==> src/rtl/config_loader.sv <==
// Streams kernel configuration words from an OBI read port to the
// deserializer through a credit-limited response FIFO.
module config_loader #(
  parameter int FIFO_DEPTH       = 4,
  parameter int WORDS_PER_KERNEL = 5
) (
  input  logic        clk_i,
  input  logic        rst_i,
  input  logic        start_i,
  input  logic [31:0] base_addr_i,
  input  logic [7:0]  num_kernels_i,
  output logic        busy_o,
  output logic        done_o,
  output logic        mem_req_o,
  output logic [31:0] mem_addr_o,
  output logic        mem_we_o,
  output logic [3:0]  mem_be_o,
  input  logic        mem_gnt_i,
  input  logic        mem_rvalid_i,
  input  logic [31:0] mem_rdata_i,
  input  logic        ready_i,
  output logic [31:0] data_o,
  output logic        enable_o,
  output logic        word_last_o
);

  localparam int AW = $clog2(FIFO_DEPTH);
  localparam int CW = AW + 1;
  localparam int KW = $clog2(WORDS_PER_KERNEL + 1);

  localparam logic [1:0] S_IDLE  = 2'd0;
  localparam logic [1:0] S_FETCH = 2'd1;
  localparam logic [1:0] S_DRAIN = 2'd2;
  localparam logic [1:0] S_DONE  = 2'd3;

  logic [1:0]    state_q;
  logic [31:0]   addr_q;
  logic [10:0]   total_q;
  logic [10:0]   issued_q;
  logic [10:0]   received_q;
  logic [10:0]   popped_q;
  logic [KW-1:0] kw_q;
  logic          zero_done_q;

  logic [31:0]   fifo_q [FIFO_DEPTH];
  logic [AW-1:0] wptr_q;
  logic [AW-1:0] rptr_q;
  logic [CW-1:0] count_q;

  logic [10:0] total_d;
  logic [10:0] used;
  logic        credit_ok;
  logic        grant;
  logic        push;
  logic        pop;
  logic        fifo_ne;

  assign total_d = 11'(num_kernels_i) * 11'(WORDS_PER_KERNEL);

  // Words granted but not yet popped: in flight plus buffered.
  assign used      = (issued_q - received_q) + 11'(count_q);
  assign credit_ok = used < 11'(FIFO_DEPTH);

  assign mem_req_o  = (state_q == S_FETCH)
                    && (issued_q < total_q)
                    && credit_ok;
  assign mem_addr_o = addr_q;
  assign mem_we_o   = 1'b0;
  assign mem_be_o   = 4'hF;
  assign grant      = mem_req_o & mem_gnt_i;

  assign fifo_ne = count_q != '0;
  assign push    = mem_rvalid_i
                 && (state_q != S_IDLE)
                 && (count_q != CW'(FIFO_DEPTH));
  assign enable_o = fifo_ne & ready_i;
  assign pop      = enable_o;
  assign data_o   = fifo_ne ? fifo_q[rptr_q] : '0;

  assign word_last_o = enable_o
                     && (kw_q == KW'(WORDS_PER_KERNEL - 1));

  assign busy_o = state_q != S_IDLE;
  assign done_o = (state_q == S_DONE) | zero_done_q;

  always_ff @(posedge clk_i) begin
    if (rst_i) begin
      state_q     <= S_IDLE;
      addr_q      <= '0;
      total_q     <= '0;
      issued_q    <= '0;
      received_q  <= '0;
      popped_q    <= '0;
      kw_q        <= '0;
      zero_done_q <= 1'b0;
    end else begin
      zero_done_q <= 1'b0;
      case (state_q)
        S_IDLE: begin
          if (start_i) begin
            if (num_kernels_i == 8'd0) begin
              zero_done_q <= 1'b1;
            end else begin
              addr_q     <= base_addr_i;
              total_q    <= total_d;
              issued_q   <= '0;
              received_q <= '0;
              popped_q   <= '0;
              kw_q       <= '0;
              state_q    <= S_FETCH;
            end
          end
        end
        S_FETCH: begin
          if (grant && (issued_q + 11'd1 == total_q))
            state_q <= S_DRAIN;
        end
        S_DRAIN: begin
          if (popped_q == total_q)
            state_q <= S_DONE;
        end
        default: state_q <= S_IDLE;
      endcase
      if (grant) begin
        issued_q <= issued_q + 11'd1;
        addr_q   <= addr_q + 32'd4;
      end
      if (push)
        received_q <= received_q + 11'd1;
      if (pop) begin
        popped_q <= popped_q + 11'd1;
        if (kw_q == KW'(WORDS_PER_KERNEL - 1))
          kw_q <= '0;
        else
          kw_q <= kw_q + KW'(1);
      end
    end
  end

  always_ff @(posedge clk_i) begin
    if (rst_i) begin
      wptr_q  <= '0;
      rptr_q  <= '0;
      count_q <= '0;
    end else begin
      if (push)
        wptr_q <= wptr_q + AW'(1);
      if (pop)
        rptr_q <= rptr_q + AW'(1);
      case ({push, pop})
        2'b10:   count_q <= count_q + CW'(1);
        2'b01:   count_q <= count_q - CW'(1);
        default: count_q <= count_q;
      endcase
    end
  end

  // Storage needs no reset: data_o is gated by the occupancy count.
  always_ff @(posedge clk_i) begin
    if (push)
      fifo_q[wptr_q] <= mem_rdata_i;
  end

endmodule

==> config.mk <==
export PLATFORM = sky130hd
export DESIGN_NAME = config_loader
export DESIGN_NICKNAME = d
export VERILOG_FILES = /design/src/rtl/config_loader.sv
export SDC_FILE = /design/constraint.sdc
export NUM_CORES = 1
export LEC_CHECK = 0
export ABC_CLOCK_PERIOD_IN_PS = 7300
export CAP_MARGIN = 10
export CORE_ASPECT_RATIO = 1.5
export CORE_MARGIN = 2
export CORE_UTILIZATION = 40
export CTS_CLUSTER_DIAMETER = 120
export DETAILED_ROUTE_END_ITERATION = 16
export SETUP_SLACK_MARGIN = 0.02
export SYNTH_ARGS = -nofsm -noshare
export SYNTH_HDL_FRONTEND = slang
export SYNTH_SLANG_ARGS = --single-unit
==> constraint.sdc <==
create_clock -name clk_i -period 7.3 [get_ports clk_i]
set_input_delay 0.73 -clock clk_i [delete_from_list [all_inputs] [get_ports clk_i]]
set_output_delay 0.73 -clock clk_i [all_outputs]
set_load 0.02 [all_outputs]
==> impl_table.tex <==
\begin{tabular}{lr}
\hline
Metric & Value \\
\hline
\multicolumn{2}{l}{\textbf{STA}} \\
Normalized max-slew margin & 37.0\% \\
Period minus WS final & 5.09 ns \\
Final critical-path share of the clock period & 69.8\% \\
Highest clock rate & 0.196 GHz \\
Final setup skew & 0.0125 ns \\
Final count of hold timing violations & 0 \\
Setup ws final & 2.21 ns \\
Max-slew violation count & 0 \\
Setup-violating endpoint count in the final report & 0 \\
RSZ-0062 raised after global routing & no \\
Post-Route Hold Slack & 0.458 ns \\
Post-route setup TNS & 0 ns \\
Actual slew at the worst max-slew pin & 0.943 ns \\
\multicolumn{2}{l}{\textbf{Logic synthesis}} \\
Area fraction of the dominant cell type after synthesis & 35.0\% \\
Most instantiated flip-flop cell in the synthesis netlist & sky130\_fd\_sc\_hd\_\_edfxtp\_1 \\
Cell variety after synth & 69 \\
Mean cell area of the mapped netlist & 11.0 µm² \\
Top-count cell post-synth & sky130\_fd\_sc\_hd\_\_edfxtp\_1 \\
Flops \& latches, synth & 219 \\
Largest cells by area after synthesis & sky130\_fd\_sc\_hd\_\_edfxtp\_1 (35\%), sky130\_fd\_sc\_hd\_\_dfxtp\_1 (17\%), sky130\_fd\_sc\_hd\_\_mux4\_2 (6.6\%) \\
Post-Syn Area & 11,000 µm² \\
Number of enable flip-flop cells after synthesis & 128 \\
Number of standard cells after synthesis & 1,003 \\
Warnings, synthesis & 0 \\
Synth cell count leaders & sky130\_fd\_sc\_hd\_\_edfxtp\_1 (128), sky130\_fd\_sc\_hd\_\_dfxtp\_1 (91), sky130\_fd\_sc\_hd\_\_nand2\_1 (77), sky130\_fd\_sc\_hd\_\_a21oi\_1 (72), sky130\_fd\_sc\_hd\_\_nor2\_1 (71) \\
Fraction of registers with async set or reset after synthesis & 0\% \\
Sequential share of the synthesized area & 51.5\% \\
Biggest area consumer among synthesized cells & sky130\_fd\_sc\_hd\_\_edfxtp\_1 \\
\multicolumn{2}{l}{\textbf{Finish}} \\
Cell area after layout & 13,500 µm² \\
Synthesis-to-finish area growth & 22.9\% \\
Count of fill cells added during filler insertion & 2,465 \\
Count of antenna diodes in the layout & 0 \\
Final non-filler cell total & 1,496 \\
Core occupancy in the finished layout & 49.8\% \\
Fraction of final layout cells with drive strength greater than 1 & 7.97\% \\
Post-layout nets & 1,275 \\
\multicolumn{2}{l}{\textbf{Global routing}} \\
First-pass GRT wire length & 43,500 µm \\
Total Routing Usage GR & 18.5\% \\
Number of antenna violations at the first check in global routing & 0 \\
Vias in the first global route & 8,205 \\
Maximum number of pins on one net before global-route repair & 74 \\
Total grt overflow & 0 \\
\multicolumn{2}{l}{\textbf{Floorplanning}} \\
Site row count & 74 \\
CORE AREA & 27,100 µm² \\
Initial standard-cell utilization of the core & 40.5\% \\
Top-Level Pins & 152 \\
Die height & 207 µm \\
Die width & 139 µm \\
Floorplan die area & 28,900 µm² \\
\multicolumn{2}{l}{\textbf{Run status}} \\
Result of the run & completed \\
\multicolumn{2}{l}{\textbf{Setup path}} \\
Kind of end point of the critical path & output pin \\
Start-to-end type of the worst setup path & flip-flop to output pin \\
Data arrival time of the critical path & 4.36 ns \\
Largest fanout on the critical path & 7 \\
Critical path required time & 6.57 ns \\
Critical path startpoint category & flip-flop \\
Setup slack, reg-to-reg & 2.74 ns \\
\multicolumn{2}{l}{\textbf{Pwr}} \\
Final Total Pwr & 4.41 mW \\
Maximum VDD drop & 0.000180 V \\
Leakage power & 4.70 nW \\
Power density cells & 326 nW/µm² \\
\multicolumn{2}{l}{\textbf{Clock network}} \\
Worst-skew pair later-pin latency & 0.50 ns \\
Count of H-tree levels built during CTS & 1 \\
Post-CTS Hold Buffers & 0 \\
CTS resizes & 0 \\
Root buf cell & sky130\_fd\_sc\_hd\_\_clkbuf\_16 \\
Clock net sink count & 219 \\
CTS tree & done \\
Number of buffers inserted by post-CTS setup repair & 0 \\
Post-CTS clock slew at the launch and capture registers of the worst setup and hold paths & 0.06 ns \\
Deepest clock path buffer count & 3 \\
Number of buffers created by CTS & 22 \\
\multicolumn{2}{l}{\textbf{Route}} \\
Routed Antenna Nets & 0 \\
Via-to-Cell Ratio & 5.45 \\
Vias & 8,159 \\
Avg WL per Cell & 18.1 µm \\
Post-route DRC violation count & 0 \\
Initial DRT Pass Iterations & 5 \\
Total wire length after detailed routing & 27,000 µm \\
Iter 0 DRT Violations & 455 \\
\multicolumn{2}{l}{\textbf{Place}} \\
Instance area after placement & 12,800 µm² \\
DP Wirelength & 18,700 µm \\
Worst-case setup slack after placement & 2.72 ns \\
\# placed instances & 1,456 \\
Gp weighted congestion & 0.843 \\
Number of I/O port buffers & 146 \\
\multicolumn{2}{l}{\textbf{Flow run}} \\
Count of maximum capacitance violations & 0 \\
\multicolumn{2}{l}{\textbf{Worst hold path}} \\
Worst Hold Class & flip-flop to flip-flop \\
\hline
\end{tabular}
cell type report:
cell class                      count  area (µm²)  area share (%)
Clock buffer                       33         676            5.00
Clock inverter                      7        60.1           0.444
Inverter                           52         195            1.44
Multi-Input combinational cell    683        4930            36.5
Sequential cell                   219        5670            41.9
Tap cell                          342         428            3.17
Timing Repair Buffer              160        1560            11.6
cells by family (layout without fill, tap and decap cells):
group | Yosys count | count (layout) | synth area share, %
other cells | 2 | 5 | 0.0683
flops | 219 | 219 | 51.5
fa+ha+maj | 59 | 59 | 6.99
compound gates | 194 | 194 | 11.4
xor+xnor | 45 | 45 | 3.59
buf+inv | 104 | 252 | 3.78
mux | 34 | 34 | 6.75
simple gates | 346 | 346 | 15.9
layer usage:
| metal | up-vias | part of all wire (%) | GRT usage [%] |
|---|---|---|---|
| met2 | 214 | 51 | 32.6 |
| li1 | 3970 | - | - |
| met3 | 68 | 4.6 | 2.13 |
| met4 | 0 | 4.4 | 8.25 |
| met1 | 3907 | 40 | 22.6 |
| met5 | - | 0 | 0 |
power breakdown:
part	internal, mW	switching (mW)	leakage, nW
Sequential	1.45	0.115	1.90
Combinational	0.737	0.973	2.44
Clock	0.675	0.450	0.363
flip-flops by register name, indices dropped and copies added, names as in the netlist, 3 cells and up, named ones only:
signal      flops
issued_q       11
total_q        11
mem_addr_o     32
count_q         3
received_q     11
fifo_q        128
kw_q            3
popped_q       11
layout by cell type, fill, tap and decap left out, drive strengths merged, types with 19 or more instances in the layout:
| cell | n |
|---|---|
| inv | 52 |
| nor3 | 28 |
| nand2 | 77 |
| nor2 | 72 |
| mux4 | 32 |
| nor2b | 33 |
| clkbuf | 33 |
| o21ai | 39 |
| ha | 55 |
| nand3 | 39 |
| clkdlybuf4s50 | 145 |
| dfxtp | 91 |
| xor2 | 19 |
| edfxtp | 128 |
| a21oi | 72 |
| xnor2 | 26 |
| and3 | 26 |
path summary, 6_finish.rpt:
| kind | startpoint | end | cells past startpoint |
|---|---|---|---|
| setup / recovery | issued_q[1]$_SDFFE_PP0P_ | mem_req_o | 12 |
| setup reg to reg | issued_q[1]$_SDFFE_PP0P_ | mem_addr_o[20]$_SDFFE_PP0P_ | 13 |
| hold / removal | mem_addr_o[0]$_SDFFE_PP0P_ | mem_addr_o[0]$_SDFFE_PP0P_ | 2 |
| hold reg to reg | mem_addr_o[0]$_SDFFE_PP0P_ | mem_addr_o[0]$_SDFFE_PP0P_ | 2 |
worst max-delay path, stage by stage, from the launching register on:
cell	delay, ns
sky130_fd_sc_hd__dfxtp_1	0.41
sky130_fd_sc_hd__inv_1	0.09
sky130_fd_sc_hd__fa_1	0.53
sky130_fd_sc_hd__inv_1	0.04
sky130_fd_sc_hd__ha_1	0.23
sky130_fd_sc_hd__or4_1	0.50
sky130_fd_sc_hd__o221a_2	0.28
sky130_fd_sc_hd__xnor2_1	0.14
sky130_fd_sc_hd__o2111ai_1	0.19
sky130_fd_sc_hd__nor4_2	0.47
sky130_fd_sc_hd__nand3_1	0.25
sky130_fd_sc_hd__inv_1	0.12
sky130_fd_sc_hd__clkdlybuf4s50_1	0.61
(Power assumes the default switching activity.)
